`src/rtl/qual_pkg.sv`:
```
// Shared types and constants for the qualified-word scheduler.
// The state codes are fixed so that they match older waveform decoders.
package qual_pkg;

   localparam int CNT_W = 16;

   typedef enum logic [2:0] {
      ST_COLLECT = 3'd0,
      ST_CLEAR   = 3'd1,
      ST_FEED    = 3'd2,
      ST_WAIT    = 3'd3,
      ST_EMIT    = 3'd4
   } qual_state_t;

endpackage

```
`src/rtl/qual_sat_cnt.sv`:
```
// Saturating up-counter; it holds at all-ones instead of wrapping.
module qual_sat_cnt
   import qual_pkg::*;
#(
   parameter int W = CNT_W
) (
   input  logic         clk,
   input  logic         rst_n,
   input  logic         inc,
   output logic [W-1:0] count
);

   localparam logic [W-1:0] MAX_VAL = {W{1'b1}};

   // count one event per cycle and stop at the maximum value
   always_ff @(posedge clk or negedge rst_n) begin
      if (!rst_n) begin
         count <= {W{1'b0}};
      end else if (inc && (count != MAX_VAL)) begin
         count <= count + W'(1'b1);
      end
   end

endmodule

```
`src/rtl/qual_sched.sv`:
```
// Collects one engine word of bytes, replays it into the statistics engine,
// and forwards the engine result only when every window flag qualifies it.
module qual_sched
   import qual_pkg::*;
#(
   parameter int WORD_SIZE = 256,
   parameter int TIMEOUT   = 64
) (
   input  logic                 clk,
   input  logic                 rst_n,
   input  logic [7:0]           s_data,
   input  logic                 s_valid,
   output logic                 s_ready,
   output logic                 sc_rst_n,
   output logic [7:0]           sc_data,
   input  logic                 sc_valid_data,
   input  logic                 sc_v1_valid,
   input  logic                 sc_vcs_valid,
   input  logic                 sc_l0_valid,
   input  logic                 sc_l1_valid,
   input  logic [WORD_SIZE-1:0] sc_word,
   output logic [WORD_SIZE-1:0] m_word,
   output logic                 m_valid,
   input  logic                 m_ready,
   output logic [CNT_W-1:0]     pass_cnt,
   output logic [CNT_W-1:0]     fail_cnt,
   output logic                 timeout_err,
   output logic                 busy
);

   localparam int NB    = WORD_SIZE / 8;
   localparam int IDX_W = (NB > 1) ? $clog2(NB) : 1;
   localparam int TMR_W = $clog2(TIMEOUT + 1);
   localparam logic [IDX_W-1:0] LAST_IDX  = IDX_W'(NB - 1);
   localparam logic [TMR_W-1:0] LAST_TICK = TMR_W'(TIMEOUT - 1);

   qual_state_t          state_r;
   qual_state_t          state_nxt_s;
   logic [IDX_W-1:0]     idx_r;
   logic [IDX_W-1:0]     idx_nxt_s;
   logic [TMR_W-1:0]     wait_cnt_r;
   logic [TMR_W-1:0]     wait_cnt_nxt_s;
   logic [WORD_SIZE-1:0] buf_r;
   logic                 s_hs_s;
   logic                 all_ok_s;
   logic                 pass_s;
   logic                 fail_s;
   logic                 timeout_s;

   // s_ready is only ever high in COLLECT, so it alone qualifies a byte transfer
   assign s_hs_s   = s_valid & s_ready;
   assign all_ok_s = sc_v1_valid & sc_vcs_valid & sc_l0_valid & sc_l1_valid;

   // next-state, byte index and wait-timer decisions
   always_comb begin
      state_nxt_s    = state_r;
      idx_nxt_s      = idx_r;
      wait_cnt_nxt_s = wait_cnt_r;
      pass_s         = 1'b0;
      fail_s         = 1'b0;
      timeout_s      = 1'b0;
      case (state_r)
         ST_COLLECT: begin
            if (s_hs_s) begin
               if (idx_r == LAST_IDX) begin
                  state_nxt_s = ST_CLEAR;
                  idx_nxt_s   = {IDX_W{1'b0}};
               end else begin
                  idx_nxt_s = idx_r + IDX_W'(1'b1);
               end
            end else begin
               idx_nxt_s = idx_r;
            end
         end
         ST_CLEAR: begin
            state_nxt_s = ST_FEED;
            idx_nxt_s   = {IDX_W{1'b0}};
         end
         ST_FEED: begin
            if (idx_r == LAST_IDX) begin
               state_nxt_s    = ST_WAIT;
               idx_nxt_s      = {IDX_W{1'b0}};
               wait_cnt_nxt_s = {TMR_W{1'b0}};
            end else begin
               idx_nxt_s = idx_r + IDX_W'(1'b1);
            end
         end
         ST_WAIT: begin
            // a result in the cycle that would bring the timer to TIMEOUT still wins
            if (sc_valid_data) begin
               if (all_ok_s) begin
                  pass_s      = 1'b1;
                  state_nxt_s = ST_EMIT;
               end else begin
                  fail_s      = 1'b1;
                  state_nxt_s = ST_COLLECT;
               end
            end else if (wait_cnt_r == LAST_TICK) begin
               timeout_s   = 1'b1;
               fail_s      = 1'b1;
               state_nxt_s = ST_COLLECT;
            end else begin
               wait_cnt_nxt_s = wait_cnt_r + TMR_W'(1'b1);
            end
         end
         ST_EMIT: begin
            if (m_valid && m_ready) begin
               state_nxt_s = ST_COLLECT;
            end else begin
               state_nxt_s = ST_EMIT;
            end
         end
         default: begin
            state_nxt_s = ST_COLLECT;
            idx_nxt_s   = {IDX_W{1'b0}};
         end
      endcase
   end

   // state, byte buffer and all registered outputs, decoded from the next state
   always_ff @(posedge clk or negedge rst_n) begin
      if (!rst_n) begin
         state_r     <= ST_COLLECT;
         idx_r       <= {IDX_W{1'b0}};
         wait_cnt_r  <= {TMR_W{1'b0}};
         buf_r       <= {WORD_SIZE{1'b0}};
         s_ready     <= 1'b0;
         sc_rst_n    <= 1'b0;
         sc_data     <= 8'h00;
         m_valid     <= 1'b0;
         m_word      <= {WORD_SIZE{1'b0}};
         timeout_err <= 1'b0;
         busy        <= 1'b0;
      end else begin
         state_r     <= state_nxt_s;
         idx_r       <= idx_nxt_s;
         wait_cnt_r  <= wait_cnt_nxt_s;
         if (s_hs_s) begin
            buf_r[{idx_r, 3'b000} +: 8] <= s_data;
         end
         s_ready     <= (state_nxt_s == ST_COLLECT);
         sc_rst_n    <= (state_nxt_s != ST_CLEAR);
         sc_data     <= (state_nxt_s == ST_FEED) ? buf_r[{idx_nxt_s, 3'b000} +: 8] : 8'h00;
         m_valid     <= (state_nxt_s == ST_EMIT);
         if (pass_s) begin
            m_word <= sc_word;
         end
         timeout_err <= timeout_s;
         busy        <= (state_nxt_s != ST_COLLECT);
      end
   end

   qual_sat_cnt #(.W(CNT_W)) u_pass_cnt (
      .clk   (clk),
      .rst_n (rst_n),
      .inc   (pass_s),
      .count (pass_cnt)
   );

   qual_sat_cnt #(.W(CNT_W)) u_fail_cnt (
      .clk   (clk),
      .rst_n (rst_n),
      .inc   (fail_s),
      .count (fail_cnt)
   );

endmodule

```
`config.mk`:
```
export PLATFORM = sky130hd
export DESIGN_NAME = qual_sched
export DESIGN_NICKNAME = d
export VERILOG_FILES = /design/src/rtl/qual_pkg.sv /design/src/rtl/qual_sat_cnt.sv /design/src/rtl/qual_sched.sv
export SDC_FILE = /design/constraint.sdc
export NUM_CORES = 1
export LEC_CHECK = 0
export CAP_MARGIN = 25
export CORE_MARGIN = 2
export CORE_UTILIZATION = 50
export DETAILED_ROUTE_END_ITERATION = 12
export PLACE_DENSITY = 0.84
export SYNTH_ARGS = -nofsm -noshare
export SYNTH_HDL_FRONTEND = slang
export SYNTH_SLANG_ARGS = --single-unit
export TNS_END_PERCENT = 50
```
`constraint.sdc`:
```
create_clock -name clk -period 4 [get_ports clk]
set_clock_uncertainty 0.15 [all_clocks]
set_input_delay 0.6 -clock clk [delete_from_list [all_inputs] [get_ports clk]]
set_output_delay 0.6 -clock clk [all_outputs]
set_load 0.05 [all_outputs]
```
==> results.md, run 1 <==
* Status: complete, no violations
* Slew @ Worst Pin at ~1.1 ns
* Worst EP required at 4.34 ns
* Setup bufs post-CTS at 0
* Multi-input logic area at 9830 sq um
* H-Tree Depth at 2
* CP Max Fanout at 14
* Reg2reg end: sc_data[2]
* Synthesized cell area at 24600 sq um
* Worst Reg2Reg Path Length in Cells at 12
* Seq/Total Area, Yosys at 58.1%
* Core Area at 48700 sq um
* Share of layout cells above drive strength 1 at 24.0%
* Synth Register Bits at approximately 570
* Port bufs at ~570
* Die Height at 226 microns
* Syn_area_per_cell at 12.8 sq um
* GRT Util Overall at 38.5%
* Worst path cell trace: ha_1 > and3_1 > ha_2 > nor3_1 > o2111a_1 > a21oi_4 > clkinv_2 > buf_4 > mux2i_1 > mux2i_1 > a22oi_1 > nand4_1
* Yosys top cell area share at 58.1%
* Max-cap viol count at 0
* Critical path class: reg -> reg
* Hold path cells at 2
* R2R Path Start: idx_r[1]
* # fillers at 3485
* Top-Level Pins at 574
* Synthesized net count at 2203
* Mapped Cells at 1921
* Period minus WS final at 3.77 ns
* Final setup viols at 0
* Largest net degree at the start of global routing at 139
* Vias at 19100
* CTS buffer count at 60
* Min-delay worst type: reg -> reg
* Largest area contributor in the netlist: dfrtp_1
* Final slew viol count at 0
* Initial antenna violation count at 22
* CTS tree: yes
* Hold Startpoint: buf_r[90]
* Vias in the first global route at 19000
* Final Net Count at approximately 2800
* Cell Rows at 81
* DRC Markers at 0
* Critical Path AT at 4.12 ns
* Routability cong. at about 1.1
* Clock latency on the worst-skew pair at 0.65 ns
* CTS Buffer Depth at 3
* First-pass GRT wire length at 138000 microns
* Final ANT Viol Nets at 0
* Setup TNS at 0 ns
* Final core utilization at approximately two thirds
* Initial Util at around 50%
* Slowest-stage cell, CP: a22oi_1
* Dpl hpwl at 75500 microns
* Root Buffer: clkbuf_16
* Post-DR vias/cell at 5.94
* Worst-path clk slew at 0.07 ns
* Cell Pwr Density at 553 nW/um^2
* Die width at between 200 and 250 microns
* Initial DRC Count at 2341
* Rel. slew slack at 29.8%
* Worst hold endpoint: buf_r[90]
* 1st-pass router iterations at 6
* Final Cycle Share at 94.3%
* CP peak stage delay at around 0.48 ns
* Hold Fails Final Rpt at 0
* Area growth from synthesis to final layout at 35.1%
* Post-synthesis async set-or-reset flop share at 100%
* Fmax at 265 MHz
* Primary FF master, synth: dfrtp_1
* CP Capture Type: flop
* Worst setup startpoint: idx_r[1]
* Number of flops mapped to enable cells by yosys at 0
* Remaining global-route overflow at 0
* Ys Warns at 0
* Setup crit start kind: flop
* Register area at 14300 sq um
* Die area at about 51000 sq um
* Clock sink total at 572
* Post-synth cell types at 67
* RSZ-0062 raised after global routing: false
* Worst IR Drop VDD at 0.494 mV
* LEAKAGE at 15.8 nW
* Power, Total at 0.0184 W
* WL final at a little under 100000 microns
* Top post-synthesis cells by area: dfrtp_1, mux2_2, nand2_1
* Crit-path most repeated cell: mux2i_1
* R2R setup slack at 0.23 ns
* WL/cell at 30.5 microns
-- per-layer routing --
layer	vias to the layer above	GRT usage [%]	routed length [microns]
met5	-	0	35
met3	209	18.5	13800
met4	6	11.4	3100
met2	1185	55.1	42200
li1	7948	-	-
met1	9773	51.9	39000
-- layout by cell type (no fill, tap or decap), drive strengths merged, types with 4 or more instances in the layout --
cell | netlist | final
dfrtp | 572 | 572
clkdlybuf4s50 | 0 | 572
mux2 | 482 | 482
nand2 | 262 | 262
clkbuf | 68 | 87
nor2 | 82 | 82
mux2i | 69 | 69
a21oi | 51 | 51
nand3 | 46 | 46
buf | 31 | 42
nand4 | 25 | 25
and2 | 25 | 25
xnor2 | 24 | 24
and3 | 23 | 23
diode | 0 | 14
xor2 | 12 | 12
inv | 11 | 12
clkinv | 0 | 10
nor3 | 9 | 9
o21ai | 9 | 9
ha | 9 | 9
a32oi | 8 | 8
a22oi | 8 | 8
nor4 | 8 | 8
o2111ai | 7 | 7
a211oi | 7 | 7
and4 | 6 | 6
a31oi | 6 | 6
nand2b | 5 | 5
o22ai | 5 | 5
o31ai | 5 | 5
o41ai | 5 | 5
bufinv | 0 | 5
nor3b | 4 | 4
-- cell type report --
type                            instances  area share [%]
Clock buffer                           87            5.18
Multi-Input combinational cell       1239            29.6
Clock inverter                         19           0.793
Inverter                               11           0.128
Timing Repair Buffer                  615            18.7
Sequential cell                       572            43.0
Tap cell                              664            2.50
Antenna cell                           14           0.105
-- cell usage after synthesis, types with 3 or more instances --
master	n
a2111oi_2	3
a211oi_1	6
a21oi_1	50
a22oi_1	8
a31oi_1	5
a32oi_1	8
and2_1	25
and3_1	23
and4_1	6
buf_1	4
buf_2	18
buf_4	3
buf_6	6
clkbuf_1	68
dfrtp_1	572
ha_1	9
inv_1	8
inv_2	3
mux2_1	20
mux2_2	462
mux2i_1	69
nand2_1	262
nand2b_1	5
nand3_1	46
nand3b_1	3
nand4_1	25
nor2_1	81
nor3_1	9
nor3b_1	4
nor4_1	8
o2111ai_1	7
o21ai_0	8
o22ai_1	5
o31ai_1	5
o32ai_1	3
o41ai_1	5
xnor2_1	24
xor2_1	12
-- worst max-delay path: cells and delay by family (launching register included) --
| family | cells | cell delay (ns) |
|---|---|---|
| AOI/OAI and AO/OA | 3 | 1.12 |
| adders and majority gates | 2 | 0.54 |
| buffers and inverters | 2 | 0.64 |
| DFF | 1 | 0.36 |
| muxes | 2 | 0.38 |
| and+or+nand+nor | 3 | 0.41 |
-- state kept, by name (all words and copies together) (netlist names) --
name and flops:
u_fail_cnt.count 16, wait_cnt_r 7, buf_r 256, idx_r 5
sc_rst_n 1, u_pass_cnt.count 16, s_ready 1, m_word 256
timeout_err 1, state_r 3, busy 1, m_valid 1
sc_data 8
-- where the power goes --
group	total, W	internal [W]	switching, W	leakage (nW)
logic	0.00561	0.00199	0.00362	6.89
clock network	0.00572	0.00330	0.00242	0.967
registers	0.00707	0.00652	0.000553	7.91
total	0.0184	0.0118	0.00660	15.8
-- kinds of logic after synthesis --
kind of cell,synth area share [%]
buffers and inverters,2.00
AND/OR/NAND/NOR,9.41
adder cells (fa/ha/maj),0.457
multiplexers,24.9
XOR/XNOR,1.28
flip-flops,58.1
AO/OA/AOI/OAI,3.79
-- how the worst max path moves through the flow --
stage	cells past startpoint	to	slack, ns
after CTS	12	sc_data[2]	0.27
after detailed placement	10	sc_data[2]	0.24
after global placement	10	sc_data[2]	0.35
after global routing	12	sc_data[2]	0.12
final	12	sc_data[2]	0.23
after floorplan	12	sc_data[6]	0.87
-- repair_timing --
action,in CTS,in global routing
endpoints found under the hold margin,14,0
endpoints found under the setup margin,0,1
gates resized for setup,0,1
hold buffers,1,0
-- metrics by stage --
step                instance area, sq um  cells  hold slack, ns  worst slack [ns]
global placement                   31200   3099           0.313             0.352
CTS                                33200   3207           0.332             0.270
finish                             33300   3221           0.331             0.228
global route                       33200   3212           0.359             0.117
detailed placement                 31200   3100           0.317             0.240
floorplan                          24600   1921           0.154             0.867
Note: power is estimated with default switching activity, not from simulation.
==> inputs of run 2 (changes only) <==
--- a/config.mk
+++ b/config.mk
@@ -10,6 +10,7 @@
 export CORE_UTILIZATION = 50
 export DETAILED_ROUTE_END_ITERATION = 12
 export PLACE_DENSITY = 0.84
+export SKIP_LAST_GASP = 1
 export SYNTH_ARGS = -nofsm -noshare
 export SYNTH_HDL_FRONTEND = slang
 export SYNTH_SLANG_ARGS = --single-unit
==> results of run 2 <==
Same layout as run 1: the final DEF is identical, and so are final timing and power.
